`config.mk`:
```
export PLATFORM = sky130hd
export DESIGN_NAME = time_nmr_end
export DESIGN_NICKNAME = d
export VERILOG_FILES = /design/src/rtl/time_nmr_end.sv
export SDC_FILE = /design/constraint.sdc
export NUM_CORES = 1
export LEC_CHECK = 0
export CAP_MARGIN = 30
export CORE_AREA = 2 2 55 57
export DETAILED_ROUTE_END_ITERATION = 7
export DIE_AREA = 0 0 57 59
export GPL_ROUTABILITY_DRIVEN = 0
export PLACE_DENSITY_LB_ADDON = 0.2
export SETUP_SLACK_MARGIN = 0.5
export SLEW_MARGIN = 5
export SYNTH_ARGS = -nofsm -noshare
export SYNTH_HDL_FRONTEND = slang
export SYNTH_SLANG_ARGS = --single-unit
```
`constraint.sdc`:
```
create_clock -name clk_i -period 6.9 [get_ports clk_i]
set_input_delay 1.035 -clock clk_i [delete_from_list [all_inputs] [get_ports clk_i]]
set_output_delay 1.035 -clock clk_i [all_outputs]
set_load 0.01 [all_outputs]
```
`src/rtl/time_nmr_end.sv`:
```
// rtl/time_nmr_end.sv - end stage of a time-redundant pipeline: collects tagged copies, votes or compares, reports faults
module time_nmr_end #(
    parameter type DataType    = logic,
    parameter int  IDSize      = 1,
    parameter int  LockTimeout = 4,
    parameter int  CntWidth    = 8
) (
    input  logic                clk_i,
    input  logic                rst_ni,
    input  logic [1:0]          mode_i,
    input  DataType             data_i,
    input  logic [IDSize-1:0]   id_i,
    input  logic                valid_i,
    output logic                ready_o,
    output DataType             data_o,
    output logic                valid_o,
    input  logic                ready_i,
    output logic                uncorrectable_o,
    output logic                lock_o,
    output logic                fault_detected_o,
    output logic [CntWidth-1:0] fault_count_o,
    input  logic                clear_count_i
);

    localparam int IdleW = $clog2(LockTimeout + 1);

    typedef enum logic {
        ST_COLLECT = 1'b0,
        ST_OUTPUT  = 1'b1
    } state_e;

    state_e              state_q, state_d;
    logic [1:0]          cnt_q, cnt_d;
    logic [1:0]          n_q, n_d;
    logic [IdleW-1:0]    idle_q, idle_d;
    DataType             slot_data_q [3];
    DataType             slot_data_d [3];
    logic [IDSize-1:0]   slot_id_q [3];
    logic [IDSize-1:0]   slot_id_d [3];
    DataType             res_data_q, res_data_d;
    logic                res_unc_q, res_unc_d;
    logic                fault_q, fault_d;
    logic [CntWidth-1:0] count_q, count_d;

    logic       bypass;
    logic       id_match;
    logic       accept;
    logic       evaluate;
    logic [1:0] n_eff;
    DataType    vote_data;
    logic       vote_unc;
    logic       vote_fault;
    logic       id_mis;

    // The copy count is taken from mode_i only while no group is in flight.
    assign n_eff    = (cnt_q != 2'd0) ? n_q : ((mode_i == 2'b01) ? 2'd2 : 2'd3);
    assign bypass   = (state_q == ST_COLLECT) && (cnt_q == 2'd0) && (mode_i == 2'b00);
    assign id_match = (cnt_q == 2'd0) || (id_i == slot_id_q[0]);
    assign accept   = (state_q == ST_COLLECT) && !bypass && valid_i && id_match;

    always_comb begin
        state_d     = state_q;
        cnt_d       = cnt_q;
        n_d         = n_q;
        idle_d      = idle_q;
        slot_data_d = slot_data_q;
        slot_id_d   = slot_id_q;
        res_data_d  = res_data_q;
        res_unc_d   = res_unc_q;
        fault_d     = 1'b0;
        count_d     = count_q;
        evaluate    = 1'b0;
        vote_data   = slot_data_q[0];
        vote_unc    = 1'b0;
        vote_fault  = 1'b0;
        id_mis      = 1'b0;

        if (state_q == ST_COLLECT) begin
            if (accept) begin
                for (int i = 0; i < 3; i++) begin
                    if (cnt_q == 2'(i)) begin
                        slot_data_d[i] = data_i;
                        slot_id_d[i]   = id_i;
                    end
                end
                cnt_d    = cnt_q + 2'd1;
                n_d      = n_eff;
                idle_d   = '0;
                evaluate = (cnt_d == n_eff);
            end else if (cnt_q != 2'd0) begin
                // A foreign ID closes the current group without being consumed.
                if (valid_i) begin
                    evaluate = 1'b1;
                end else begin
                    idle_d   = idle_q + IdleW'(1);
                    evaluate = (idle_d == IdleW'(LockTimeout));
                end
            end
        end else if (ready_i) begin
            cnt_d   = 2'd0;
            state_d = ST_COLLECT;
        end

        vote_data = slot_data_d[0];
        id_mis    = ((cnt_d >= 2'd2) && (slot_id_d[1] != slot_id_d[0])) ||
                    ((cnt_d == 2'd3) && (slot_id_d[2] != slot_id_d[0]));
        case (cnt_d)
            2'd3: begin
                if (slot_data_d[0] == slot_data_d[1]) begin
                    vote_fault = (slot_data_d[2] != slot_data_d[0]);
                end else if (slot_data_d[0] == slot_data_d[2]) begin
                    vote_fault = 1'b1;
                end else if (slot_data_d[1] == slot_data_d[2]) begin
                    vote_data  = slot_data_d[1];
                    vote_fault = 1'b1;
                end else begin
                    vote_unc   = 1'b1;
                    vote_fault = 1'b1;
                end
            end
            2'd2: begin
                if (slot_data_d[0] == slot_data_d[1]) begin
                    vote_fault = (n_d == 2'd3);
                end else begin
                    vote_unc   = 1'b1;
                    vote_fault = 1'b1;
                end
            end
            default: begin
                vote_unc   = 1'b1;
                vote_fault = 1'b1;
            end
        endcase
        vote_fault = vote_fault || id_mis;

        if (evaluate) begin
            state_d    = ST_OUTPUT;
            idle_d     = '0;
            res_data_d = vote_data;
            res_unc_d  = vote_unc;
            fault_d    = vote_fault;
        end

        if (clear_count_i) begin
            count_d = '0;
        end else if (fault_d && (count_q != {CntWidth{1'b1}})) begin
            count_d = count_q + CntWidth'(1);
        end
    end

    always_ff @(posedge clk_i or negedge rst_ni) begin
        if (!rst_ni) begin
            state_q    <= ST_COLLECT;
            cnt_q      <= 2'd0;
            n_q        <= 2'd3;
            idle_q     <= '0;
            res_data_q <= '0;
            res_unc_q  <= 1'b0;
            fault_q    <= 1'b0;
            count_q    <= '0;
            for (int i = 0; i < 3; i++) begin
                slot_data_q[i] <= '0;
                slot_id_q[i]   <= '0;
            end
        end else begin
            state_q     <= state_d;
            cnt_q       <= cnt_d;
            n_q         <= n_d;
            idle_q      <= idle_d;
            res_data_q  <= res_data_d;
            res_unc_q   <= res_unc_d;
            fault_q     <= fault_d;
            count_q     <= count_d;
            slot_data_q <= slot_data_d;
            slot_id_q   <= slot_id_d;
        end
    end

    always_comb begin
        if (bypass) begin
            data_o          = data_i;
            valid_o         = valid_i;
            ready_o         = ready_i;
            uncorrectable_o = 1'b0;
            lock_o          = 1'b0;
        end else begin
            data_o          = res_data_q;
            valid_o         = (state_q == ST_OUTPUT);
            ready_o         = (state_q == ST_COLLECT) && id_match;
            uncorrectable_o = res_unc_q;
            lock_o          = ((state_q == ST_COLLECT) && (cnt_q != 2'd0)) ||
                              ((state_q == ST_OUTPUT) && !ready_i);
        end
    end

    assign fault_detected_o = fault_q;
    assign fault_count_o    = count_q;

endmodule

```
==> impl_results.md <==
* Final period utilization at 53.56%
* Worst skew pair latency at 0.32 ns
* Worst Hold Path Cells at 2
* Vias in the first global route at 1320
* Grt ovf at 0
* Crit path required time at just under 6 ns
* RSZ-0062 raised after global routing: no
* Setup TNS at 0 ns
* Final Skew at 0.002782 ns
* Synthesized area at 1555 µm²
* RR Endpoint: fault_count_o[6]
* Commonest non-fill, non-tap cell in the layout: dfrtp_1
* # H-tree levels at 1
* Area delta synth->final at 18.99%
* Initial Utilization at 57.39%
* Max_slew headroom at 56.11%
* Peak fanout along the critical path at 5
* Area of the multi-input gates at 859.6 µm²
* Min-delay src: res_data_q
* Routed vias/inst at 5.949
* 1st-iter DRT viols at 42
* CP endpoint kind: output port
* Total power at roughly 750 µW
* Dpl ws at between 3 and 4 ns
* Ys flop type: dfrtp_1
* Clock Path Buffers at 2
* Min Tclk post-route at between 3 and 4 ns
* Post-CTS Hold Buffers at 0
* Residual DRC at 0
* Final hold vios at 0
* Post-Route Utilization at 68.28%
* Slew @ Worst Pin at 0.6515 ns
* Final WL at 3351 µm
* R2R setup slack at around 3.7 ns
* Initial antenna violation count at 0
* Synth Net Count at 176
* R2R Path Start: cnt_q[0]
* Ports at 23
* Post-synthesis area per instance at 9.660 µm²
* Slew Viols, Final at 0
* Flops & latches, synth at 25
* Critical path startpoint category: input port
* CP arrival at 2.66 ns
* Hold crit path type: reg -> reg
* Pre-antenna DRT Iters at 4
* Vias at about 1300
* Post-CTS Setup Inserts at 0
* Total global-route track usage at 21.16%
* Nets at 200
* CTS tree: yes
* Worst-path clk slew at 0.13 ns
* Antenna viol nets, final at 0
* P_leak at 0.8140 nW
* Register-to-Register Path Depth at 10
* CP Class: in -> out
* CTS Buf Count at 3
* TritonCTS Sinks at 25
* Cells after Synth at 161
* First-pass GRT wire length at about 5600 µm
* Final setup vio count at 0
* Filler Cells Inserted at 234
* Port-buffer cells at 22
* Standard-cell rows at 19
* Die area at about 3400 µm²
* Ant. Diodes at 0
* Largest net degree at the start of global routing at 19
* Die Ht at 59 µm
* Core Box Area at 2710 µm²
* End of the worst hold path: res_data_q
* CTS Root Cell: clkbuf_4
* Hold WS at 0.5095 ns
* Maximum capacitance violations at 0
* Synth unique cells at 45
* Post-DP HPWL at 2593 µm
* Proportion of synthesized chip area in sequential cells at 40.39%
* WL/cell at 15.59 µm
* Peak supply drop at 0.3489 mV
* Fmax at 0.2706 GHz
* Fin worst setup slack at 3.204 ns
* Die width at 57 µm
* Most frequent cells in the layout: dfrtp_1, clkdlybuf4s50_1, inv_1, nand2_1, nor2_1
* FF+latch area at 628.1 µm²
* Layout cells sized above 1 at 11.96%
* Yosys warns at 0
* Number of synthesized flops with an enable pin at 0
* Ys async rst share at 100.0%
* Status: finished clean
* PD cells at 405.3 nW/µm²
* # resized after CTS at 0
kinds of logic (layout without fill, tap and decap cells):
group | after synthesis | count (layout) | share of synthesized area (%)
mux | 13 | 13 | 9.091
flops | 25 | 25 | 40.39
fa+ha+maj | 6 | 6 | 4.827
compound gates | 39 | 39 | 17.70
buf+inv | 17 | 40 | 4.343
simple gates | 53 | 53 | 19.15
xor+xnor | 8 | 8 | 4.505
state kept, by name, summed over array words and instances (netlist names):
register          count
fault_detected_o      1
slot_data_q           3
n_q                   2
cnt_q                 2
state_q               1
idle_q                3
res_data_q            1
fault_count_o         8
slot_id_q             3
res_unc_q             1
synthesized netlist by cell type (4+ instances only):
| master | number | area [µm²] |
|---|---|---|
| ha_1 | 6 | 75.07 |
| a21oi_1 | 9 | 45.04 |
| xor2_1 | 4 | 35.03 |
| mux2i_1 | 10 | 100.1 |
| inv_1 | 12 | 45.04 |
| nor2_1 | 11 | 41.29 |
| xnor2_1 | 4 | 35.03 |
| a31oi_1 | 6 | 37.54 |
| or3_1 | 4 | 25.02 |
| nand3_1 | 6 | 30.03 |
| dfrtp_1 | 23 | 575.6 |
| o21ai_0 | 10 | 50.05 |
| nand2_1 | 12 | 45.04 |
final cells by class:
class	count	share of cell area, %
clock buffers	3	1.217
clock inverters	1	0.2705
inverters	13	2.637
multi-input cells	119	46.45
flip-flops and latches	25	33.94
well taps	31	2.096
repair buffers	23	13.39
how the worst max path moves through the flow:
stage                     cells past startpoint      start                to  slack, ns
after CTS                                     5       id_i           ready_o       3.19
after global placement                        9    valid_i  fault_count_o[7]       3.19
after detailed placement                      9    valid_i  fault_count_o[6]       3.06
after global routing                          5       id_i           ready_o       3.08
final                                         5       id_i           ready_o       3.20
after floorplan                               8  mode_i[1]  fault_count_o[3]       3.85
worst max-delay path: stages:
cell	delay, ns
clkdlybuf4s50_1	0.51
xnor2_1	0.26
nor2_1	0.07
a211oi_1	0.22
clkdlybuf4s50_1	0.57
power by group:
group | internal (mW) | total (mW) | switching, mW
logic | 0.210 | 0.453 | 0.242
clock network | 0.0217 | 0.0642 | 0.0425
registers | 0.195 | 0.233 | 0.0383
total | 0.427 | 0.750 | 0.323
per-layer routing:
metal | wire length [µm] | up-vias | track usage, %
met2 | 1677 | 31 | 37.93
met4 | 60 | 0 | 8.638
met3 | 121 | 8 | 3.057
met5 | 0 | - | 0
li1 | - | 617 | -
met1 | 1492 | 623 | 25.67
per-stage QoR:
stage	area (µm²)	cells
2_1_floorplan	1555	161
3_3_place_gp	1795	210
3_5_place_dp	1823	211
4_1_cts	1851	215
5_1_grt	1851	215
6_report	1851	215
(Power assumes the default switching activity.)
